<file path="src/rtl/qpu_exu_alu_arb_pkg.sv">
// Shared definitions for the EXU ALU/BJP datapath arbiter.
// Holds default widths, ALU opcode encodings, compare-select bit positions
// and the encodings of the result-slot state and round-robin owner.
package qpu_exu_alu_arb_pkg;

    localparam int QPU_XLEN  = 32;
    localparam int QPU_OPC_W = 4;
    localparam int QPU_CNT_W = 16;

    // ALU arithmetic opcodes; only the datapath interprets these
    localparam logic [QPU_OPC_W-1:0] ALU_OPC_ADD = 4'd0;
    localparam logic [QPU_OPC_W-1:0] ALU_OPC_SUB = 4'd1;
    localparam logic [QPU_OPC_W-1:0] ALU_OPC_AND = 4'd2;
    localparam logic [QPU_OPC_W-1:0] ALU_OPC_OR  = 4'd3;
    localparam logic [QPU_OPC_W-1:0] ALU_OPC_XOR = 4'd4;

    // Bit positions inside the one-hot {gt,lt,ne,eq} compare select
    localparam int BJP_CMP_EQ = 0;
    localparam int BJP_CMP_NE = 1;
    localparam int BJP_CMP_LT = 2;
    localparam int BJP_CMP_GT = 3;

    // One-entry result slot: empty, or holding a result for A or for B
    typedef enum logic [1:0] {
        SLOT_EMPTY  = 2'd0,
        SLOT_FULL_A = 2'd1,
        SLOT_FULL_B = 2'd2
    } slot_state_e;

    // Identity of the most recent grant winner
    typedef enum logic {
        GNT_A = 1'b0,
        GNT_B = 1'b1
    } gnt_owner_e;

endpackage

</file>
<file path="src/rtl/qpu_rr_arb2.sv">
// Two-way round-robin arbiter with a last-grant flop and grant enable.
// Latency: grants are combinational from req/en; history updates on the grant edge.
// Backpressure: en=0 suppresses both grants and freezes the history.
module qpu_rr_arb2
    import qpu_exu_alu_arb_pkg::*;
(
    input  logic clk,
    input  logic rst_n,
    input  logic en,
    input  logic req_a,
    input  logic req_b,
    output logic gnt_a,
    output logic gnt_b
);

    gnt_owner_e last_q;
    gnt_owner_e last_d;

    // Grant a lone requester; on a tie favour whoever did not win last time
    always_comb begin
        gnt_a = 1'b0;
        gnt_b = 1'b0;
        if (en) begin
            if (req_a && req_b) begin
                if (last_q == GNT_B) begin
                    gnt_a = 1'b1;
                end else begin
                    gnt_b = 1'b1;
                end
            end else begin
                gnt_a = req_a;
                gnt_b = req_b;
            end
        end
    end

    // History only moves when a grant is actually issued
    always_comb begin
        last_d = last_q;
        if (gnt_a) begin
            last_d = GNT_A;
        end else if (gnt_b) begin
            last_d = GNT_B;
        end
    end

    // History resets to B so that A takes the first tie
    always_ff @(posedge clk) begin
        if (!rst_n) begin
            last_q <= GNT_B;
        end else begin
            last_q <= last_d;
        end
    end

endmodule

</file>
<file path="src/rtl/qpu_exu_alu_arb.sv">
// Shares one ALU adder/comparator between the ALU path (A) and BJP compare path (B).
// Latency: 1 cycle from request grant to owner's o_valid; 1 result/cycle with accept-and-drain.
// Backpressure: a held result (o_valid & !o_ready) blocks all new grants until it drains.
module qpu_exu_alu_arb
    import qpu_exu_alu_arb_pkg::*;
#(
    parameter int XLEN  = QPU_XLEN,
    parameter int OPC_W = QPU_OPC_W,
    parameter int CNT_W = QPU_CNT_W
) (
    input  logic             clk,
    input  logic             rst_n,

    input  logic             a_i_valid,
    output logic             a_i_ready,
    input  logic [XLEN-1:0]  a_i_op1,
    input  logic [XLEN-1:0]  a_i_op2,
    input  logic [OPC_W-1:0] a_i_opc,
    output logic             a_o_valid,
    input  logic             a_o_ready,
    output logic [XLEN-1:0]  a_o_res,

    input  logic             b_i_valid,
    output logic             b_i_ready,
    input  logic [XLEN-1:0]  b_i_op1,
    input  logic [XLEN-1:0]  b_i_op2,
    input  logic [3:0]       b_i_cmp,
    input  logic             b_i_prdt,
    output logic             b_o_valid,
    input  logic             b_o_ready,
    output logic             b_o_prdt,
    output logic             b_o_rslv,
    output logic             b_o_mispred,

    output logic [XLEN-1:0]  dp_op1,
    output logic [XLEN-1:0]  dp_op2,
    output logic [OPC_W-1:0] dp_opc,
    output logic             dp_cmp_eq,
    output logic             dp_cmp_ne,
    output logic             dp_cmp_lt,
    output logic             dp_cmp_gt,
    input  logic [XLEN-1:0]  dp_res,
    input  logic             dp_cmp_res,

    output logic [CNT_W-1:0] mispred_cnt,
    input  logic             mispred_clr
);

    slot_state_e      state_q, state_d;
    logic [XLEN-1:0]  a_res_q, a_res_d;
    logic             b_prdt_q, b_prdt_d;
    logic             b_rslv_q, b_rslv_d;
    logic [CNT_W-1:0] cnt_q, cnt_d;

    logic a_drain;
    logic b_drain;
    logic slot_free;
    logic gnt_a;
    logic gnt_b;

    // The slot can take a new result when empty or when its owner consumes it this cycle
    always_comb begin
        a_drain   = (state_q == SLOT_FULL_A) && a_o_ready;
        b_drain   = (state_q == SLOT_FULL_B) && b_o_ready;
        slot_free = rst_n && ((state_q == SLOT_EMPTY) || a_drain || b_drain);
    end

    qpu_rr_arb2 u_arb (
        .clk   (clk),
        .rst_n (rst_n),
        .en    (slot_free),
        .req_a (a_i_valid),
        .req_b (b_i_valid),
        .gnt_a (gnt_a),
        .gnt_b (gnt_b)
    );

    assign a_i_ready = slot_free && gnt_a;
    assign b_i_ready = slot_free && gnt_b;

    // Steer the granted requester onto the shared datapath; idle datapath sees zeros
    always_comb begin
        dp_op1    = '0;
        dp_op2    = '0;
        dp_opc    = '0;
        dp_cmp_eq = 1'b0;
        dp_cmp_ne = 1'b0;
        dp_cmp_lt = 1'b0;
        dp_cmp_gt = 1'b0;
        if (a_i_ready) begin
            dp_op1 = a_i_op1;
            dp_op2 = a_i_op2;
            dp_opc = a_i_opc;
        end else if (b_i_ready) begin
            dp_op1    = b_i_op1;
            dp_op2    = b_i_op2;
            dp_cmp_eq = b_i_cmp[BJP_CMP_EQ];
            dp_cmp_ne = b_i_cmp[BJP_CMP_NE];
            dp_cmp_lt = b_i_cmp[BJP_CMP_LT];
            dp_cmp_gt = b_i_cmp[BJP_CMP_GT];
        end
    end

    // Slot next state: drain first, then a same-cycle grant refills it
    always_comb begin
        state_d  = state_q;
        a_res_d  = a_res_q;
        b_prdt_d = b_prdt_q;
        b_rslv_d = b_rslv_q;
        if (a_drain || b_drain) begin
            state_d = SLOT_EMPTY;
        end
        if (a_i_ready) begin
            state_d = SLOT_FULL_A;
            a_res_d = dp_res;
        end else if (b_i_ready) begin
            state_d  = SLOT_FULL_B;
            b_prdt_d = b_i_prdt;
            b_rslv_d = dp_cmp_res;
        end
    end

    // Count mispredicts as they commit; clear wins, and the count sticks at all-ones
    always_comb begin
        cnt_d = cnt_q;
        if (mispred_clr) begin
            cnt_d = '0;
        end else if (b_drain && b_o_mispred && !(&cnt_q)) begin
            cnt_d = cnt_q + CNT_W'(1);
        end
    end

    // Slot, captured result fields and counter; reset discards any held result
    always_ff @(posedge clk) begin
        if (!rst_n) begin
            state_q  <= SLOT_EMPTY;
            a_res_q  <= '0;
            b_prdt_q <= 1'b0;
            b_rslv_q <= 1'b0;
            cnt_q    <= '0;
        end else begin
            state_q  <= state_d;
            a_res_q  <= a_res_d;
            b_prdt_q <= b_prdt_d;
            b_rslv_q <= b_rslv_d;
            cnt_q    <= cnt_d;
        end
    end

    assign a_o_valid   = (state_q == SLOT_FULL_A);
    assign a_o_res     = a_res_q;
    assign b_o_valid   = (state_q == SLOT_FULL_B);
    assign b_o_prdt    = b_prdt_q;
    assign b_o_rslv    = b_rslv_q;
    assign b_o_mispred = b_prdt_q ^ b_rslv_q;
    assign mispred_cnt = cnt_q;

`ifndef SYNTHESIS
    // A BJP request must select exactly one compare condition
    a_bjp_cmp_onehot: assert property (@(posedge clk) disable iff (!rst_n)
        b_i_valid |-> $onehot(b_i_cmp));
`endif

endmodule

</file>
<file path="config.mk">
export PLATFORM = sky130hd
export DESIGN_NAME = qpu_exu_alu_arb
export DESIGN_NICKNAME = d
export VERILOG_FILES = /design/src/rtl/qpu_exu_alu_arb_pkg.sv /design/src/rtl/qpu_rr_arb2.sv /design/src/rtl/qpu_exu_alu_arb.sv
export SDC_FILE = /design/constraint.sdc
export NUM_CORES = 1
export LEC_CHECK = 0
export ABC_CLOCK_PERIOD_IN_PS = 2400
export CORE_AREA = 4 4 117 119
export DETAILED_ROUTE_END_ITERATION = 7
export DIE_AREA = 0 0 121 123
export PLACE_DENSITY = 0.76
export SLEW_MARGIN = 0
export SYNTH_ARGS = -nofsm -noshare
export SYNTH_HDL_FRONTEND = slang
export SYNTH_HIERARCHICAL = 1
export SYNTH_SLANG_ARGS = --single-unit
</file>
<file path="constraint.sdc">
create_clock -name clk -period 2.4 [get_ports clk]
set_input_delay 0.36 -clock clk [delete_from_list [all_inputs] [get_ports clk]]
set_output_delay 0.36 -clock clk [all_outputs]
set_load 0.005 [all_outputs]
</file>
Word level (Yosys, flattened, before mapping)
Index checks and enable logic that the tools add are counted.
- add/subtract/negate cells: 1
- bitwise gates (word level): 3
- reduce and logical (&&, ||, !) cells: 20
- mux-type cells: 24
- equal/unequal tests: 2
- operator list (cell ; number):
    32-bit two-way mux ; 4
    1-bit two-way mux ; 17
    16-bit by 1-bit adder with 16-bit output, second input constant ; 1
    16-bit AND reduction ; 1
    1-bit logical AND ; 8
    2-bit two-way mux ; 2
    4-bit two-way mux ; 1
    2-bit nonzero test ; 2
    2-bit OR reduction ; 2
    1-bit logical OR ; 3
    3-bit nonzero test ; 1
    2-bit by 1-bit == test with 1-bit output, second input constant ; 1
    2-bit == test, second input constant ; 1
    2-bit zero test ; 1
    1-bit inverter ; 2
    2-bit AND reduction ; 1
    1-bit zero test ; 1
    1-bit XOR ; 1
- bits of input ports: 177
- word-level logic and storage cells: 57
- output and inout port bits: 127
- bits in registers: 53

Logic depth before layout (Yosys ltp)
Gate-level depths: netlist of run 1.
- word-level depth: 9
- gate-level depth with buffers: 11
- mapped depth without buffers: 9

Hierarchy
Netlist of run 1, hierarchy kept.
- modules (own cells, without submodules) (module ; seq. area each (µm²) ; cells an instance ; instances ; area an instance (µm²)):
    qpu_exu_alu_arb ; 1041.0 ; 344 ; 1 ; 2811.4
    qpu_rr_arb2 ; 20.0 ; 8 ; 1 ; 56.3

Worst setup path before layout of run 1
Ideal clock, no wire load.
- path type: reg2out
- start: register state_q[1]
- end: output dp_op1[0]
- path slack: 0.232 ns
- data required time: 2.040 ns
- buffers on the path: 2
- cell stages (with the launch flop): 11
- data arrival time: 1.808 ns
- cells stage by stage: dfxtp_1 -> nor2b_1 -> o21ai_1 -> and2_1 -> nand2_1 -> a21oi_1 -> nand3_1 -> inv_2 -> buf_4 -> buf_2 -> a22o_1
- elaborated cells on any way between the ends: 14
- classes of those cells: eq/ne (2); mux (4); reduce/logical (8)
- RTL lines (what ; RTL line ; source):
    start, declared ; qpu_exu_alu_arb.sv:49 ; slot_state_e state_q, state_d;
    start signal, assigned ; qpu_exu_alu_arb.sv:142 ; state_q <= state_d;
    2-bit by 1-bit == test with 1-bit output ; qpu_exu_alu_arb.sv:63 ; a_drain = (state_q == SLOT_FULL_A) && a_o_ready;
    1-bit logical AND ; qpu_exu_alu_arb.sv:63 ;
    1-bit logical OR ; qpu_exu_alu_arb.sv:65 ; slot_free = rst_n && ((state_q == SLOT_EMPTY) || a_drain || b_drain);
    1-bit logical OR * ; qpu_exu_alu_arb.sv:65 ;
    1-bit logical AND * ; qpu_exu_alu_arb.sv:65 ;
    named net slot_free ; qpu_exu_alu_arb.sv:57 ; logic slot_free;
    1-bit two-way mux * ; qpu_rr_arb2.sv:23 ; if (en) begin
    named net gnt_a ; qpu_exu_alu_arb.sv:58 ; logic gnt_a;
    1-bit logical AND * ; qpu_exu_alu_arb.sv:78 ; assign a_i_ready = slot_free && gnt_a;
    32-bit two-way mux * ; qpu_exu_alu_arb.sv:90 ; if (a_i_ready) begin
    end, declared ; qpu_exu_alu_arb.sv:35 ; output logic [XLEN-1:0] dp_op1,
Mark *: on every way through the listed nets, which the timed path passes. The rest lies on a longest branch.

Worst setup path in the final report of run 1
- start: register state_q[1]
- end: output dp_op2[18]
- cells in the longest elaborated chain, start to end: 9
- elaborated cells on any way between the ends: 14
- classes of those cells: eq/ne (2); mux (4); reduce/logical (8)
- RTL lines (what ; RTL line ; source):
    2-bit by 1-bit == test with 1-bit output ; qpu_exu_alu_arb.sv:63 ;
    1-bit logical AND ; qpu_exu_alu_arb.sv:63 ;
    1-bit logical OR ; qpu_exu_alu_arb.sv:65 ;
    1-bit logical OR * ; qpu_exu_alu_arb.sv:65 ;
    1-bit logical AND * ; qpu_exu_alu_arb.sv:65 ;
    named net slot_free ; qpu_exu_alu_arb.sv:57 ;
    1-bit two-way mux * ; qpu_rr_arb2.sv:23 ;
    named net gnt_b ; qpu_exu_alu_arb.sv:59 ; logic gnt_b;
    1-bit logical AND * ; qpu_exu_alu_arb.sv:79 ; assign b_i_ready = slot_free && gnt_b;
    32-bit two-way mux * ; qpu_exu_alu_arb.sv:94 ; end else if (b_i_ready) begin
    32-bit two-way mux * ; qpu_exu_alu_arb.sv:90 ;
    end, declared ; qpu_exu_alu_arb.sv:36 ; output logic [XLEN-1:0] dp_op2,
Marks and branches as above.

==> impl_metrics.tcl, run 1 <==
set metrics [dict create \
    status "finished, violations left" \
    violations "negative setup slack" \
    setup_viol 69 \
    cts_tree "yes" \
    first_pass_iters 4 \
    synth_cell_types 36 \
    synth-async-reset-ratio_pct 0 \
    crit_path_cell_trace "nor2b_4, o21ai_2, and2_4, nand2_2, a21oi_2, and4b_4, buf_12, buf_16, buf_6, a22o_1, buf_2" \
    min_path_type "reg -> reg" \
    dp.final_hpwl_um 12900 \
    antenna_found_initial 4 \
    leakagePower_nw 2.85 \
    grt_first_pass_wirelength_um 24400 \
    ant_nets 0 \
    dp_cells 815 \
    syn_inst 352 \
    synth_edf_count 0 \
    ys_ff_latch 53 \
    powerDensity_nw_per_um2 341 \
    die-area_um2 14900 \
    drt_wl_total_um 17200 \
    synth_top_flop_cell "dfxtp_1" \
    worstMarginPinSlew_ns 0.610 \
    initial_utilization_pct 22.8 \
    min_path_cells 2 \
    setup-tns-final_ns -11.03 \
    avgSynthCellArea_um2 8.15 \
    grt_pass1_vias 4286 \
    r2r-end "b_o_prdt" \
    synth_area_leader_cell "dfxtp_1" \
    worstPathArrival_ns 2.32 \
    ios 304 \
    wire_per_inst_um 19.6 \
    h-tree-depth 2 \
    rr_worst_depth 13 \
    cts_hold_buf 0 \
    cts-root-buf "clkbuf_16" \
    relSlewSlack_pct 59.3 \
    critPathKind "reg -> out" \
    rsz0062_at_grt "yes" \
    fin_crit_sh_pct 112 \
    track_usage_pct 21.3 \
    worst_path_largest_cell_delay_ns 0.40 \
    cts_buffer_depth 2 \
    die_h_um 123 \
    p_total_mw 2.36 \
    fin_crit_ns 2.68 \
    layout.nets 878 \
    vias_per_cell 4.69 \
    stdcell_count 874 \
    fmax_mhz 373 \
    cpMaxStageDelayCell "and4b_4" \
    synth_area_leaders "dfxtp_1, a22o_1, nand2_1" \
    io_buffer_count 303 \
    fin_skew_ns 0.00888 \
    design_area_um2 6900 \
    ir_drop_uv 287 \
    required_ns 2.04 \
    ys_seq_area_share_pct 37.0 \
    drive_gt1_share_pct 24.7 \
    clkSinkCount 53 \
    numCtsBuffers 5 \
    cp-start-kind "register" \
    synth_area_um2 2870 \
    min_to "a_o_res[10]" \
    place.gp.congestion 0.861 \
    grt_max_degree 34 \
    r2r_slack_ns 0.23 \
    ys_warn_count 6 \
    first_iter_violations 203 \
    finalHoldViolCount 0 \
    worstSkewPairLatency_ns 0.29 \
    slew_violations 0 \
    syn2layout_area_growth_pct 141 \
    synth_fp_nets 530 \
    holdWs_ns 0.454 \
    rows 41 \
    finalWorstSetupSlack_ns -0.281 \
    dpl_cell_area_um2 6140 \
    hp-start "a_o_res[10]" \
    worstPathMaxFanout 7 \
    coreArea_um2 12600 \
    overflow 0 \
    vias 4095 \
    path_clk_slew_ns 0.07 \
    r2r_start "state_q[1]" \
    endpoint_kind "primary output" \
    drv_cap 0 \
    drc 0 \
    netlist.area_leader.share_pct 37.0 \
    die_w_um 121 \
]
==> cell usage after synthesis, drive strengths merged, types with 2 or more instances <==
cell and count:
nor4 5, nand3 5, nand2b 3, nand2 78, and2 9, clkbuf 13
nor2 16, xnor2 13, and4bb 3, a21oi 37, xor2 2, inv 3
buf 15, nor2b 4, o21ai 5, nor3 6, and3 3, a22o 64
or2 2, dfxtp 53, nand4 5
==> cell families (layout without fill, tap and decap cells) <==
logic type	Yosys count	in the layout	share of synthesized area [%]
compound gates	108	108	27.5
fa+ha+maj	1	1	0.436
buf+inv	31	380	5.15
xor+xnor	15	15	4.84
flops	53	53	37.0
other cells	0	1	0
simple gates	144	144	25.1
==> power by group <==
| part | internal [mW] | leakage (nW) | switching (mW) | total (mW) |
|---|---|---|---|---|
| sequential | 0.902 | 0.430 | 0.0139 | 0.916 |
| combinational | 0.504 | 2.36 | 0.246 | 0.750 |
| clock | 0.389 | 0.0652 | 0.301 | 0.690 |
==> stage by stage <==
step           setup WS (ns)  utilization, %
6_report              -0.281            54.9
5_1_grt               -0.344            54.9
4_1_cts               -0.271            54.3
3_5_place_dp          -0.911            48.8
3_3_place_gp          -0.819            48.8
2_1_floorplan          0.232               -
==> worst max-delay path by stage <==
stage                           from          to  slack, ns  cells past startpoint
after floorplan           state_q[1]   dp_op1[0]       0.23                     10
after global placement     b_o_ready  dp_op2[11]      -0.82                     11
after detailed placement   b_o_ready  dp_op2[11]      -0.91                     11
after CTS                 state_q[1]  dp_op2[11]      -0.27                     11
after global routing      state_q[1]  dp_op2[18]      -0.34                     11
final                     state_q[1]  dp_op2[18]      -0.28                     11
==> area by class of cell <==
cell class                      instances  area [um2]
Inverter                                3        13.8
Timing Repair Buffer                  369        3710
Tap cell                              172         215
Multi-Input combinational cell        268        1760
Clock buffer                            8         136
Antenna cell                            1        2.50
Sequential cell                        53        1060
Fill cell                            1144        5660
==> timing repair <==
item | CTS | global route
endpoints found under the setup margin | 98 | 74
pin swaps | 22 | 22
gates cloned | 13 | 1
resized for setup | 350 | 14
buffers inserted | 32 | 9
==> critical path, delay by kind of cell, from the launching register on <==
family	cells	cell delay, ns
AOI/OAI and AO/OA	3	0.41
buffers and inverters	4	0.50
and+or+nand+nor	4	0.79
DFF	1	0.34
==> routing by layer <==
layer | vias to the layer above | global-route usage (%) | part of all wire [%]
met4 | 6 | 6.02 | 2.4
li1 | 1954 | - | -
met3 | 31 | 8.55 | 9.6
met2 | 196 | 36.9 | 50
met1 | 1908 | 24.4 | 38
met5 | - | 0 | 0.20
==> state kept, by name (all words and copies together), names as in the netlist <==
name and count:
a_o_res 32, b_o_prdt 1, b_o_rslv 1, mispred_cnt 16, state_q 2, u_arb/last_q 1
==> placed cells by master, fill, tap and decap left out, drive strengths merged, types with 9 or more instances in the layout <==
cell type and n:
buf 137, a21oi 37, nor2 16, clkbuf 10, clkdlybuf4s50 227, dfxtp 53, xnor2 13, nand2 78
and2 9, a22o 64
Note: power is estimated with default switching activity, not from simulation.
==> inputs of run 2 (changes only) <==
--- a/config.mk
+++ b/config.mk
@@ -9,6 +9,7 @@
 export CORE_AREA = 4 4 117 119
 export DETAILED_ROUTE_END_ITERATION = 7
 export DIE_AREA = 0 0 121 123
+export MAX_ROUTING_LAYER = met4
 export PLACE_DENSITY = 0.76
 export SLEW_MARGIN = 0
 export SYNTH_ARGS = -nofsm -noshare
==> run 2 against run 1 <==
Compared with the run above: the run still ends with negative setup slack left; final area is 0.11% higher; clock skew about the same; non-clock buffer count did not move; utilization up 0.060 points; register-to-register slack barely moved; die area unchanged.
==> impl_metrics.tcl, run 2 (synthesis results as in run 1) <==
set metrics [dict create \
    die-area_um2 14900 \
    drc 0 \
    endpoint_kind "primary output" \
    coreArea_um2 12600 \
    first_pass_iters 4 \
    required_ns 2.04 \
    r2r_start "state_q[1]" \
    io_buffer_count 303 \
    grt_max_degree 34 \
    antenna_found_initial 4 \
    worstSkewPairLatency_ns 0.29 \
    crit_path_cell_trace "nor2b_4, o21ai_2, and2_4, nand2_2, a21oi_2, and4b_4, buf_12, buf_16, buf_6, a22o_1, buf_2" \
    worstMarginPinSlew_ns 0.625 \
    cts_tree "yes" \
    die_w_um 121 \
    slew_violations 0 \
    cts-root-buf "clkbuf_16" \
    relSlewSlack_pct 58.3 \
    min_path_type "reg -> reg" \
    cts_buffer_depth 2 \
    dpl_cell_area_um2 6140 \
    fmax_mhz 374 \
    crit_family "simple AND/OR/NAND/NOR gates" \
    wire_per_inst_um 19.6 \
    overflow 0 \
    finalWorstSetupSlack_ns -0.274 \
    path_clk_slew_ns 0.07 \
    finish.utilization_pct 55.0 \
    layout_common_cells "clkdlybuf4s50_1, nand2_1, a22o_1, buf_2, dfxtp_1" \
    mostFrequentLayoutCell "clkdlybuf4s50_1" \
    min_to "a_o_res[10]" \
    min_path_cells 2 \
    p_total_mw 2.36 \
    worstPathArrival_ns 2.31 \
    ios 304 \
    layout.nets 878 \
    grt_first_pass_wirelength_um 24400 \
    rsz0062_at_grt "yes" \
    leakagePower_nw 2.85 \
    dp.final_hpwl_um 12900 \
    r2r_slack_ns 0.23 \
    drive_gt1_share_pct 24.7 \
    fin_crit_sh_pct 111 \
    critPathBufInv 4 \
    syn2layout_area_growth_pct 141 \
    ir_drop_uv 286 \
    grt_pass1_vias 4312 \
    clkSinkCount 53 \
    largest_reg_flops 32 \
    cpMaxStageDelayCell "and4b_4" \
    fin_crit_ns 2.67 \
    holdWs_ns 0.454 \
    drv_cap 0 \
    status "finished, violations left" \
    worst_path_largest_cell_delay_ns 0.40 \
    h-tree-depth 2 \
    worstPathMaxFanout 7 \
    critPathKind "reg -> out" \
    place.gp.congestion 0.874 \
    violations "negative setup slack" \
    vias 4141 \
    numCtsBuffers 5 \
    fin_skew_ns 0.00933 \
    r2r-end "b_o_prdt" \
    first_iter_violations 197 \
    cts_hold_buf 0 \
    vias_per_cell 4.72 \
    track_usage_pct 22.0 \
    design_area_um2 6910 \
    finalHoldViolCount 0 \
    hp-start "a_o_res[10]" \
    drt_wl_total_um 17200 \
    initial_utilization_pct 22.8 \
    ant_nets 0 \
    rows 41 \
    cp-start-kind "register" \
    powerDensity_nw_per_um2 341 \
    rr_worst_depth 13 \
    setup_viol 69 \
    die_h_um 123 \
]
-- run 2: cell types whose count changed in the layout (fill, tap and decap cells not counted), sizes merged --
| cell | delta |
|---|---|
| diode | +3 |
-- run 2: per-layer routing --
metal / global-route usage, % / part of all wire, % / vias up
li1: - / - / 1960
met1: 25.3 / 38 / 1944
met2: 37.0 / 50 / 214
met3: 7.27 / 9.1 / 23
met4: 5.74 / 2.2 / 0
met5: - / 0 / -
-- run 2: repair_timing --
action,in CTS,in global routing
gates resized for setup,350,14
cloned,13,1
setup buffers,32,9
setup endpoints to repair,98,74
pin swaps,22,23
endpoints found under the hold margin,0,0
-- run 2: worst register-to-register path, stage by stage (launching register included) --
cell,delay (ns)
dfxtp_2,0.34
nor2b_4,0.13
o21ai_2,0.14
and2_4,0.19
nand2_4,0.06
a21oi_4,0.13
and4b_4,0.29
buf_12,0.16
buf_16,0.13
buf_4,0.13
buf_4,0.12
buf_4,0.14
nand2_1,0.05
o21ai_0,0.06
-- run 2: cell type report --
| type | count | area [um2] |
|---|---|---|
| tap | 172 | 215 |
| inverter | 3 | 13.8 |
| timing repair buffer | 369 | 3710 |
| antenna | 4 | 10.0 |
| sequential | 53 | 1060 |
| clock buffer | 8 | 136 |
| fill | 1141 | 5660 |
| multi-input combinational | 268 | 1760 |
-- run 2: how the worst max path moves through the flow --
| stage | from | endpoint | slack (ns) | cells after the start |
|---|---|---|---|---|
| after CTS | state_q[1] | dp_op2[11] | -0.27 | 11 |
| after global routing | state_q[1] | dp_op2[18] | -0.34 | 11 |
| after floorplan | state_q[1] | dp_op1[0] | 0.23 | 10 |
| after global placement | b_o_ready | dp_op2[11] | -0.82 | 11 |
| after detailed placement | b_o_ready | dp_op2[11] | -0.91 | 11 |
| final | state_q[1] | dp_op2[18] | -0.27 | 11 |
-- run 2: power breakdown --
group	leakage, nW	switching [mW]	internal [mW]
registers	0.430	0.0139	0.902
logic	2.36	0.246	0.504
clock network	0.0652	0.303	0.389
total	2.85	0.563	1.79
-- run 2: through the flow --
stage	TNS [ns]	std cells	setup WS [ns]
final	-10.98	877	-0.274
after global routing	-16.88	877	-0.345
after CTS	-11.26	867	-0.271
after detailed placement	-69.34	815	-0.911
after global placement	-57.28	815	-0.819
after floorplan	0	352	0.232
==> inputs of run 3 (changes only) <==
--- a/config.mk
+++ b/config.mk
@@ -11,8 +11,10 @@
 export DIE_AREA = 0 0 121 123
 export MAX_ROUTING_LAYER = met4
 export PLACE_DENSITY = 0.76
+export SETUP_SLACK_MARGIN = 0.3
 export SLEW_MARGIN = 0
 export SYNTH_ARGS = -nofsm -noshare
 export SYNTH_HDL_FRONTEND = slang
 export SYNTH_HIERARCHICAL = 1
 export SYNTH_SLANG_ARGS = --single-unit
+export TNS_END_PERCENT = 20
==> run 3 against run 2 <==
Compared with the run above: the run still ends with negative setup slack left; hold slack got worse by 0.0013 ns; power increased by 3.5%; die area unchanged; global-route usage increased by 1.0 points; sequential power about the same; flip-flop and latch count unchanged; utilization increased by 0.80 points; critical path type unchanged; critical endpoint is now dp_op2[13].
==> impl_metrics.tcl, run 3 (synthesis results as in run 1) <==
set metrics [dict create \
    worstPathMaxFanout 5 \
    grt_util_met1_pct 24.7 \
    grt_first_pass_wirelength_um 25000 \
    overflow 0 \
    wire_per_inst_um 20.1 \
    grt_use_met2_pct 39.2 \
    powerDensity_nw_per_um2 348 \
    min_path_type "reg -> reg" \
    rsz0062_at_grt "yes" \
    cts_hold_buf 0 \
    endpoint_kind "primary output" \
    cts_buffer_depth 2 \
    first_pass_iters 5 \
    worstSkewPairLatency_ns 0.29 \
    worstPathArrival_ns 2.35 \
    drive_gt1_share_pct 25.0 \
    min_path_cells 2 \
    die_w_um 121 \
    fmax_mhz 369 \
    setup_viol 72 \
    critPathKind "reg -> out" \
    grt_pass1_vias 4400 \
    fin_crit_ns 2.71 \
    cts_tree "yes" \
    layout.nets 881 \
    finalWorstSetupSlack_ns -0.309 \
    finalHoldViolCount 0 \
    rows 41 \
    die-area_um2 14900 \
    path_clk_slew_ns 0.07 \
    fin_crit_sh_pct 113 \
    grt_max_degree 33 \
    status "finished, violations left" \
    ios 304 \
    drc 0 \
    r2r_slack_ns -0.17 \
    h-tree-depth 2 \
    top_usage_layer "met2" \
    leakagePower_nw 2.88 \
    vias_per_cell 4.75 \
    cts-root-buf "clkbuf_16" \
    ant_nets 0 \
    drt_wl_total_um 17600 \
    drv_cap 0 \
    layout_common_cells "clkdlybuf4s50_1, nand2_1, a22o_1, dfxtp_1, buf_6" \
    relSlewSlack_pct 58.6 \
    vias 4169 \
    grt.met3_usage_pct 5.95 \
    syn2layout_area_growth_pct 145 \
    mostFrequentLayoutCell "clkdlybuf4s50_1" \
    clkSinkCount 53 \
    track_usage_pct 23.0 \
    antenna_found_initial 1 \
    first_iter_violations 206 \
    fin_skew_ns 0.00636 \
    numCtsBuffers 5 \
    slew_violations 0 \
    violations "negative setup slack" \
    worstMarginPinSlew_ns 0.621 \
    io_buffer_count 303 \
    initial_utilization_pct 22.8 \
    coreArea_um2 12600 \
    die_h_um 123 \
    ir_drop_uv 302 \
    holdWs_ns 0.453 \
    dp.final_hpwl_um 14000 \
    place.gp.congestion 0.894 \
    dp_slack_ns -0.849 \
    rr_worst_depth 19 \
    p_total_mw 2.44 \
    cp-start-kind "register" \
    required_ns 2.04 \
    largest_reg_flops 32 \
]
-- run 3: cell count changes in the layout (fill, tap and decap cells not counted), sizes merged, moves of 2 or more --
cell / delta
diode: -3
buf: -18
clkdlybuf4s15: +6
bufbuf: +2
clkbuf: +12
clkinv: +2
-- run 3: final cells by class --
cell class,instances,area (um2)
Fill cell,1126,5560
Timing Repair Buffer,372,3750
Multi-Input combinational cell,268,1810
Sequential cell,53,1060
Tap cell,172,215
Clock buffer,7,153
Inverter,3,16.3
Clock inverter,1,5.00
Antenna cell,1,2.50
-- run 3: metrics by stage --
stage / area (um2) / TNS, ns / std cells / utilization (%)
finish: 7010 / -11.80 / 877 / 55.8
global route: 7010 / -19.59 / 877 / 55.8
CTS: 6910 / -15.60 / 871 / 55.0
detailed placement: 6220 / -50.52 / 822 / 49.5
global placement: 6220 / -47.27 / 822 / 49.5
floorplan: 2880 / 0 / 352 / -
-- run 3: repair_timing --
action / in CTS / in global routing
gates cloned: 5 / 2
endpoints found under the hold margin: 0 / 0
pin swaps: 7 / 9
buffers inserted: 36 / 3
gates resized for setup: 323 / 37
endpoints found under the setup margin: 105 / 108
-- run 3: worst paths after layout --
kind               start     endpoint
min reg2reg  a_o_res[17]  a_o_res[17]
max reg2reg   state_q[1]   state_q[0]
max           state_q[1]   dp_op2[13]
min          a_o_res[17]  a_o_res[17]
-- run 3: critical path: stages (launching register included) --
cell	delay, ns
dfxtp_2	0.34
nor2b_4	0.13
o21ai_2	0.13
and2_4	0.19
nand2_4	0.05
a21oi_4	0.11
and4b_4	0.24
buf_12	0.14
buf_6	0.11
buf_12	0.12
buf_16	0.13
a22o_4	0.24
buf_6	0.12
-- run 3: power by group --
| group | total (mW) | internal (mW) | switching, mW |
|---|---|---|---|
| Sequential | 0.914 | 0.902 | 0.0127 |
| Clock | 0.747 | 0.442 | 0.305 |
| Combinational | 0.780 | 0.521 | 0.259 |
| Total | 2.44 | 1.86 | 0.576 |
-- run 3: layer usage --
metal	up-vias	wire length (um)
li1	1964	-
met1	1914	6290
met2	240	8850
met3	51	1580
met4	0	926
met5	-	0
